`config.mk`:
```
export PLATFORM = sky130hd
export DESIGN_NAME = regfile_wr_arbiter
export DESIGN_NICKNAME = d
export VERILOG_FILES = /design/src/rtl/regfile_wr_arbiter.sv
export SDC_FILE = /design/constraint.sdc
export NUM_CORES = 1
export LEC_CHECK = 0
export ABC_AREA = 1
export CAP_MARGIN = 20
export CORE_MARGIN = 2
export CORE_UTILIZATION = 35
export DETAILED_ROUTE_END_ITERATION = 8
export GPL_ROUTABILITY_DRIVEN = 0
export PLACE_DENSITY = 0.69
export RECOVER_POWER = 25
export REMOVE_ABC_BUFFERS = 1
export SKIP_LAST_GASP = 1
export SLEW_MARGIN = 20
export SYNTH_ARGS = -nofsm -noshare
export SYNTH_HDL_FRONTEND = slang
export SYNTH_SLANG_ARGS = --single-unit
```
`constraint.sdc`:
```
create_clock -name clk -period 2.45 [get_ports clk]
set_input_delay 0.49 -clock clk [delete_from_list [all_inputs] [get_ports clk]]
set_output_delay 0.49 -clock clk [all_outputs]
set_load 0.03 [all_outputs]
```
`src/rtl/regfile_wr_arbiter.sv`:
```
// Purpose: shares the register file write port between two writeback requesters through per-requester FIFOs and a round-robin arbiter.
// Latency: a push at edge E into an idle FIFO shows up as wr/reg_id_w/data_in after edge E+1; sustains one write per cycle.
// Backpressure: reqX_ready = !fullX from FIFO occupancy only. Define ZERO_REG_DISCARD_EN to drop writes to register 0.
module regfile_wr_arbiter #(
  parameter int N          = 32,
  parameter int R          = 32,
  parameter int ASIZE      = $clog2(R),
  parameter int FIFO_DEPTH = 2
) (
  input  logic             clk,
  input  logic             rst,
  input  logic             req0_valid,
  output logic             req0_ready,
  input  logic [ASIZE-1:0] req0_id,
  input  logic [N-1:0]     req0_data,
  input  logic             req1_valid,
  output logic             req1_ready,
  input  logic [ASIZE-1:0] req1_id,
  input  logic [N-1:0]     req1_data,
  output logic             wr,
  output logic [ASIZE-1:0] reg_id_w,
  output logic [N-1:0]     data_in,
  input  logic [ASIZE-1:0] chk_id,
  output logic             chk_pending
);

  localparam int PW = $clog2(FIFO_DEPTH);
  localparam int CW = PW + 1;

  logic             in_vld    [2];
  logic [ASIZE-1:0] in_id     [2];
  logic [N-1:0]     in_dat    [2];
  logic             fifo_ne   [2];
  logic             fifo_full [2];
  logic             fifo_hit  [2];
  logic             pop       [2];
  logic [ASIZE-1:0] head_id   [2];
  logic [N-1:0]     head_dat  [2];
  logic             last_grant;
  logic             grant_vld;
  logic             grant_idx;

  assign in_vld[0] = req0_valid;
  assign in_vld[1] = req1_valid;
  assign in_id[0]  = req0_id;
  assign in_id[1]  = req1_id;
  assign in_dat[0] = req0_data;
  assign in_dat[1] = req1_data;

  assign req0_ready = !fifo_full[0];
  assign req1_ready = !fifo_full[1];

  for (genvar i = 0; i < 2; i++) begin : g_fifo
    logic [ASIZE-1:0]      id_mem  [FIFO_DEPTH];
    logic [N-1:0]          dat_mem [FIFO_DEPTH];
    logic [FIFO_DEPTH-1:0] ent_vld;
    logic [PW-1:0]         rd_ptr;
    logic [PW-1:0]         wr_ptr;
    logic [CW-1:0]         cnt;
    logic                  keep;
    logic                  push;
    logic                  hit;

`ifdef ZERO_REG_DISCARD_EN
    // register 0 is hard-wired: the handshake completes but nothing is stored
    assign keep = (in_id[i] != '0);
`else
    assign keep = 1'b1;
`endif

    assign fifo_full[i] = (cnt == CW'(FIFO_DEPTH));
    assign fifo_ne[i]   = (cnt != '0);
    assign push         = in_vld[i] && !fifo_full[i] && keep;
    assign head_id[i]   = id_mem[rd_ptr];
    assign head_dat[i]  = dat_mem[rd_ptr];
    assign fifo_hit[i]  = hit;

    // pointers, occupancy and per-slot valid bits; pointers wrap naturally since depth is a power of two
    always_ff @(posedge clk) begin
      if (rst) begin
        rd_ptr  <= '0;
        wr_ptr  <= '0;
        cnt     <= '0;
        ent_vld <= '0;
      end else begin
        if (push) begin
          wr_ptr          <= wr_ptr + 1'b1;
          ent_vld[wr_ptr] <= 1'b1;
        end
        if (pop[i]) begin
          rd_ptr          <= rd_ptr + 1'b1;
          ent_vld[rd_ptr] <= 1'b0;
        end
        if (push && !pop[i]) begin
          cnt <= cnt + 1'b1;
        end else if (!push && pop[i]) begin
          cnt <= cnt - 1'b1;
        end
      end
    end

    // entry payload; unreset because ent_vld/cnt qualify every use
    always_ff @(posedge clk) begin
      if (push) begin
        id_mem[wr_ptr]  <= in_id[i];
        dat_mem[wr_ptr] <= in_dat[i];
      end
    end

    // does any occupied slot target the queried register
    always_comb begin
      hit = 1'b0;
      for (int j = 0; j < FIFO_DEPTH; j++) begin
        if (ent_vld[j] && (id_mem[j] == chk_id)) begin
          hit = 1'b1;
        end
      end
    end
  end

  // round-robin pick: on contention take the side not granted last, otherwise whichever has data
  always_comb begin
    grant_vld = fifo_ne[0] || fifo_ne[1];
    grant_idx = 1'b0;
    if (fifo_ne[0] && fifo_ne[1]) begin
      grant_idx = ~last_grant;
    end else if (fifo_ne[1]) begin
      grant_idx = 1'b1;
    end
  end

  assign pop[0] = grant_vld && !grant_idx;
  assign pop[1] = grant_vld && grant_idx;

  // registered write port; address/data hold their last values while idle
  always_ff @(posedge clk) begin
    if (rst) begin
      wr         <= 1'b0;
      reg_id_w   <= '0;
      data_in    <= '0;
      last_grant <= 1'b1;
    end else begin
      wr <= grant_vld;
      if (grant_vld) begin
        reg_id_w   <= head_id[grant_idx];
        data_in    <= head_dat[grant_idx];
        last_grant <= grant_idx;
      end
    end
  end

  // pending if buffered in either FIFO or currently presented to the register file
  always_comb begin
    chk_pending = fifo_hit[0] || fifo_hit[1] || (wr && (reg_id_w == chk_id));
`ifdef ZERO_REG_DISCARD_EN
    if (chk_id == '0) begin
      chk_pending = 1'b0;
    end
`endif
  end

endmodule

```
; Word-level counts from Yosys, hierarchy flattened
; Memory sizes are Yosys's and may differ from the RTL's. A register that Yosys moved wholly into a read port is not among the register bits.
; Index checks and enable logic that the tools add are counted.
; Widths: inputs -> output; s select.
[totals]
reg_bits = 51
mem_bits_rw = 148
inputBits = 83
output_inout_bits = 41
mem_count = 4
[mem_list]
columns = memory, words, word_bits, read_ports, rd_clocked_by_memory_dff, write_ports, line
row1 = g_fifo[0].dat_mem, 2, 32, 1, 1, 1, 55  ; logic [N-1:0] dat_mem [FIFO_DEPTH];
row2 = g_fifo[1].dat_mem, 2, 32, 1, 1, 1, 55
row3 = g_fifo[0].id_mem, 2, 5, 3, 1, 1, 54  ; logic [ASIZE-1:0] id_mem [FIFO_DEPTH];
row4 = g_fifo[1].id_mem, 2, 5, 3, 1, 1, 54
[op_classes]
n_addsub = 8
magnitude_cmp = 9
eq_ne = 7
mux = 42
n_bitwise = 8
n_reduce_logical = 32
[ops]
columns = op, n
row1 = $mux 32, 3
row2 = $eq 5x5->1, 5
row3 = $mux 1, 22
row4 = $mux 2, 10
row5 = $logic_and 1x1->1, 18
row6 = $mux 5, 3
row7 = $lt 1x2->1 const B, 4
row8 = $reduce_bool 2->1, 4
row9 = $logic_not 1->1, 7
row10 = $add 1x1->1 const B, 4
row11 = $add 2x1->2 const B, 2
row12 = $and 2x2->2, 2
row13 = $demux 1 s1, 4
row14 = $eq 2x2->1 const B, 2
row15 = $ge 1x1->1 const B, 4
row16 = $not 2->2, 2
row17 = $or 2x2->2, 2
row18 = $sub 2x1->2 const B, 2
row19 = $logic_or 1x1->1, 3
row20 = $ge 2x2->1 const B, 1
row21 = $not 1->2, 1
row22 = $not 1->1, 1

; Depth between registers and ports, before layout
[logic_depth]
depth_word = 9
ltp_mapped = 10
depth_no_buf = 9

; Least setup slack after synthesis
; Ideal clock, no wire load.
[synth_path]
path_kind = register to register
start = reg g_fifo[0].cnt[0]
end = mem g_fifo[0].dat_mem[0][0] (enable)
arrival_time_ns = 2.355
t_required_ns = 2.017
setup_slack_ns = -0.338
path_stages_with_launch = 5
synth_period_minus_slack_ns = 2.788
path_cell_list = dfxtp_1 > inv_1 > nand2_1 > nand2_1 > nor2_1
[synth_between]
elab_chain_len = 5
[synth_lines]
columns = element, line
row1 = from (decl), 59  ; logic [CW-1:0] cnt;
row2 = from (signal assigned), 95  ; cnt <= cnt + 1'b1;
row3 = from (signal assigned), 97  ; cnt <= cnt - 1'b1;
row4 = $eq 2x2->1, 71  ; assign fifo_full[i] = (cnt == CW'(FIFO_DEPTH));
row5 = $logic_not 1->1, n/a
row6 = via req0_ready, 13  ; output logic req0_ready,
row7 = $logic_and 1x1->1, 73  ; assign push = in_vld[i] && !fifo_full[i] && keep;
row8 = $mux 1, 104  ; if (push) begin
row9 = $mux 1 (implied by the code), 106  ; dat_mem[wr_ptr] <= in_dat[i];
row10 = to (decl), 55
; The timed path passes the listed nets, and every way through them passes these cells.

; Worst setup path after layout
[layout_path]
start = in chk_id[0]
end = out chk_pending
[layout_between]
elab_chain_len = 6
elab_cells_between_ends = 16
cone_classes = eq/ne: 5 / mux: 4 / reduce/logical: 7
[layout_lines]
columns = element, line
row1 = from (decl), 23  ; input logic [ASIZE-1:0] chk_id,
row2 = $eq 5x5->1, 114  ; if (ent_vld[j] && (id_mem[j] == chk_id)) begin
row3 = $logic_and 1x1->1, 114
row4 = $mux 1 (2 in series), 114
row5 = $logic_or 1x1->1, 154  ; chk_pending = fifo_hit[0] || fifo_hit[1] || (wr && (reg_id_w == chk_id));
row6 = $logic_or 1x1->1 (*), 154
row7 = to (decl), 24  ; output logic chk_pending
; Every way passes the cells marked *; elsewhere a longest branch is shown, timed or not.

==> metrics.cfg <==
[layout]
layout_commonest_cell=nand2_1
fin_area_mm2=0.01035
final_cell_mix=nand2_1, edfxtp_1, clkdlybuf4s50_1
area_growth_pct=30.17
fillers=2054
fin_util=0.4601
fin_nets=904
diodes=0
drive_above_1_share=0.09102

[worst_setup_path]
start_kind=primary input
r2r_cells=8
crit_type=in2out
crit_required_ps=1960
path_max_fanout=6
worst_ep_arrival_time_ps=1830
worstSetupEndpointType=output port

[placement]
dp_hpwl_um=11710
numPortBuffers=123
dpl_cell_area_mm2=0.009629

[timing]
relSlewSlack=0.5804
hold_viol=0
fin_crit_sh=0.9457
clock.fmax_mhz=431.6
skew_ps=12.93
maxSlewViolCount=0
setup_viol=0
hold_slack_ps=467.9
tightest_slew_ps=629.4
layout_min_cycle_time_ps=2317
rsz0062_at_grt=no

[detailed_routing]
drc=0
via_per_inst=4.782
drt-initial-drc-count=310
totalWireLength_um=18500
firstDrtPassIters=5
ant_nets=0
wl_met1_um=8295
dr_wl_met3_um=965
wire_per_inst_um=16.52
top_layer=met5
vias=5356
wl_met2_um=8974

[job]
maxCapViolations=0

[floorplanning]
die_w_um=154.8
start_util=0.3535
dieHeight_um=154.8
coreArea_mm2=0.02250
io_pins=124
rows=55
die_area_mm2=0.02395

[global_routing]
antenna_found_initial=1
gr-usage-all-layers=0.1525
grt_start_max_net_pins=40
grt_pass1_vias=5229
grt_pass1_wl_um=28400
grt_overflow=0

[clock_tree]
hold_buffers=0
cts_setup_buffers=0
clock-sinks=201
cts_buffers=22
cts_tree=done
clock_latency_ps=500
clk_pin_slew_ps=60
cts-root-buf=clkbuf_16
max-clock-path-buffers=3
htreeDepth=1

[synth]
ys_warn_count=0
synth_area_leaders=edfxtp_1, dfxtp_1, nand2_1
yosys.area.top_type=edfxtp_1
synth_cells=684
synth.top_cell.area_share=0.5588
synth_ff_type=edfxtp_1
mappedNetlistArea_mm2=0.007954
avgSynthCellArea_um2=11.63
synth_cell_types=25
synthArstFlopShare=0
yosysSeqAreaShare=0.6922
synth_edf_count=148
ys_seq_elements=201

[min_path]
hp-class=reg2reg
min_path_cells=2

[pwr]
pwr_density_cell_mw_per_mm2=1159
p_leak_uw=0.003985
finalPower_uw=12000
ir_drop_uv=618.4

[run_status]
status=finished, final reports clean

-- cell type report --
type / instances / area (um^2) / area share
clock buffers: 33 / 633.1 / 0.06115
clock inverters: 7 / 80.08 / 0.007734
inverters: 56 / 210.2 / 0.02030
multi-input cells: 399 / 2102 / 0.2030
flip-flops and latches: 201 / 5508 / 0.5320
well taps: 285 / 356.6 / 0.03444
repair buffers: 139 / 1464 / 0.1414
-- per-stage QoR --
stage | worst slack (ps) | setup TNS [ps] | instances
after detailed placement | 129.7 | 0 | 1079
final | 133.0 | 0 | 1120
after global routing | 19.03 | 0 | 1120
after CTS | 117.0 | 0 | 1119
after global placement | 163.4 | 0 | 1079
after floorplan | -337.6 | -25480 | 655
-- routing by layer --
layer / vias up / track usage
met5: - / 0
met4: 2 / 0.03660
met3: 22 / 0.02942
met2: 149 / 0.2617
met1: 2554 / 0.2004
li1: 2629 / -
-- flip-flops by register name (all words and copies together) (netlist names), named ones only --
name and count:
g_fifo.wr_ptr 2, g_fifo.cnt 4, data_in 32, reg_id_w 5
wr 1, g_fifo.ent_vld 4, g_fifo.dat_mem 128, g_fifo.rd_ptr 2
g_fifo.id_mem 20, last_grant 1
-- report_power, final --
group,switching [uW],internal (uW)
sequential,392,4380
combinational,2480,1470
clock,1290,1990
-- Yosys cell counts, types with 4 or more instances --
| master | instances |
|---|---|
| dfxtp_1 | 53 |
| inv_2 | 4 |
| edfxtp_1 | 148 |
| buf_2 | 17 |
| inv_1 | 52 |
| mux2_2 | 14 |
| buf_4 | 6 |
| a21oi_1 | 27 |
| o21ai_0 | 44 |
| o21ai_1 | 13 |
| nand3_1 | 58 |
| nand2_1 | 165 |
| clkbuf_1 | 5 |
| mux2i_1 | 37 |
| nor2_1 | 26 |
-- cells by family (layout without fill, tap and decap cells) --
family	Yosys count	in the layout	synth area share
simple gates	254	254	0.1312
flops	201	201	0.6922
compound gates	89	90	0.05836
buf+inv	85	235	0.04656
mux	51	51	0.06638
fa+ha+maj	2	2	0.003146
xor+xnor	2	2	0.002203
-- critical path: stages --
cell	delay (ps)
clkdlybuf4s50_1	480
inv_1	90
or2_2	280
o211ai_1	90
nor2_1	70
nor2_1	110
nand2_1	60
buf_4	160
-- final timing paths --
kind	slack, ps	to	from
worst max-delay path	130	chk_pending	chk_id[0]
worst min-delay path	470	data_in[25]	data_in[25]
worst max register to register	400	g_fifo[0].cnt[1]	g_fifo[0].cnt[1]
worst min register to register	470	data_in[25]	data_in[25]
-- what timing repair did --
action,4_1_cts,5_1_grt
endpoints found under the setup margin,0,2
resized for setup,0,1
endpoints found under the hold margin,0,0
Power figures use the tool's default switching activity.
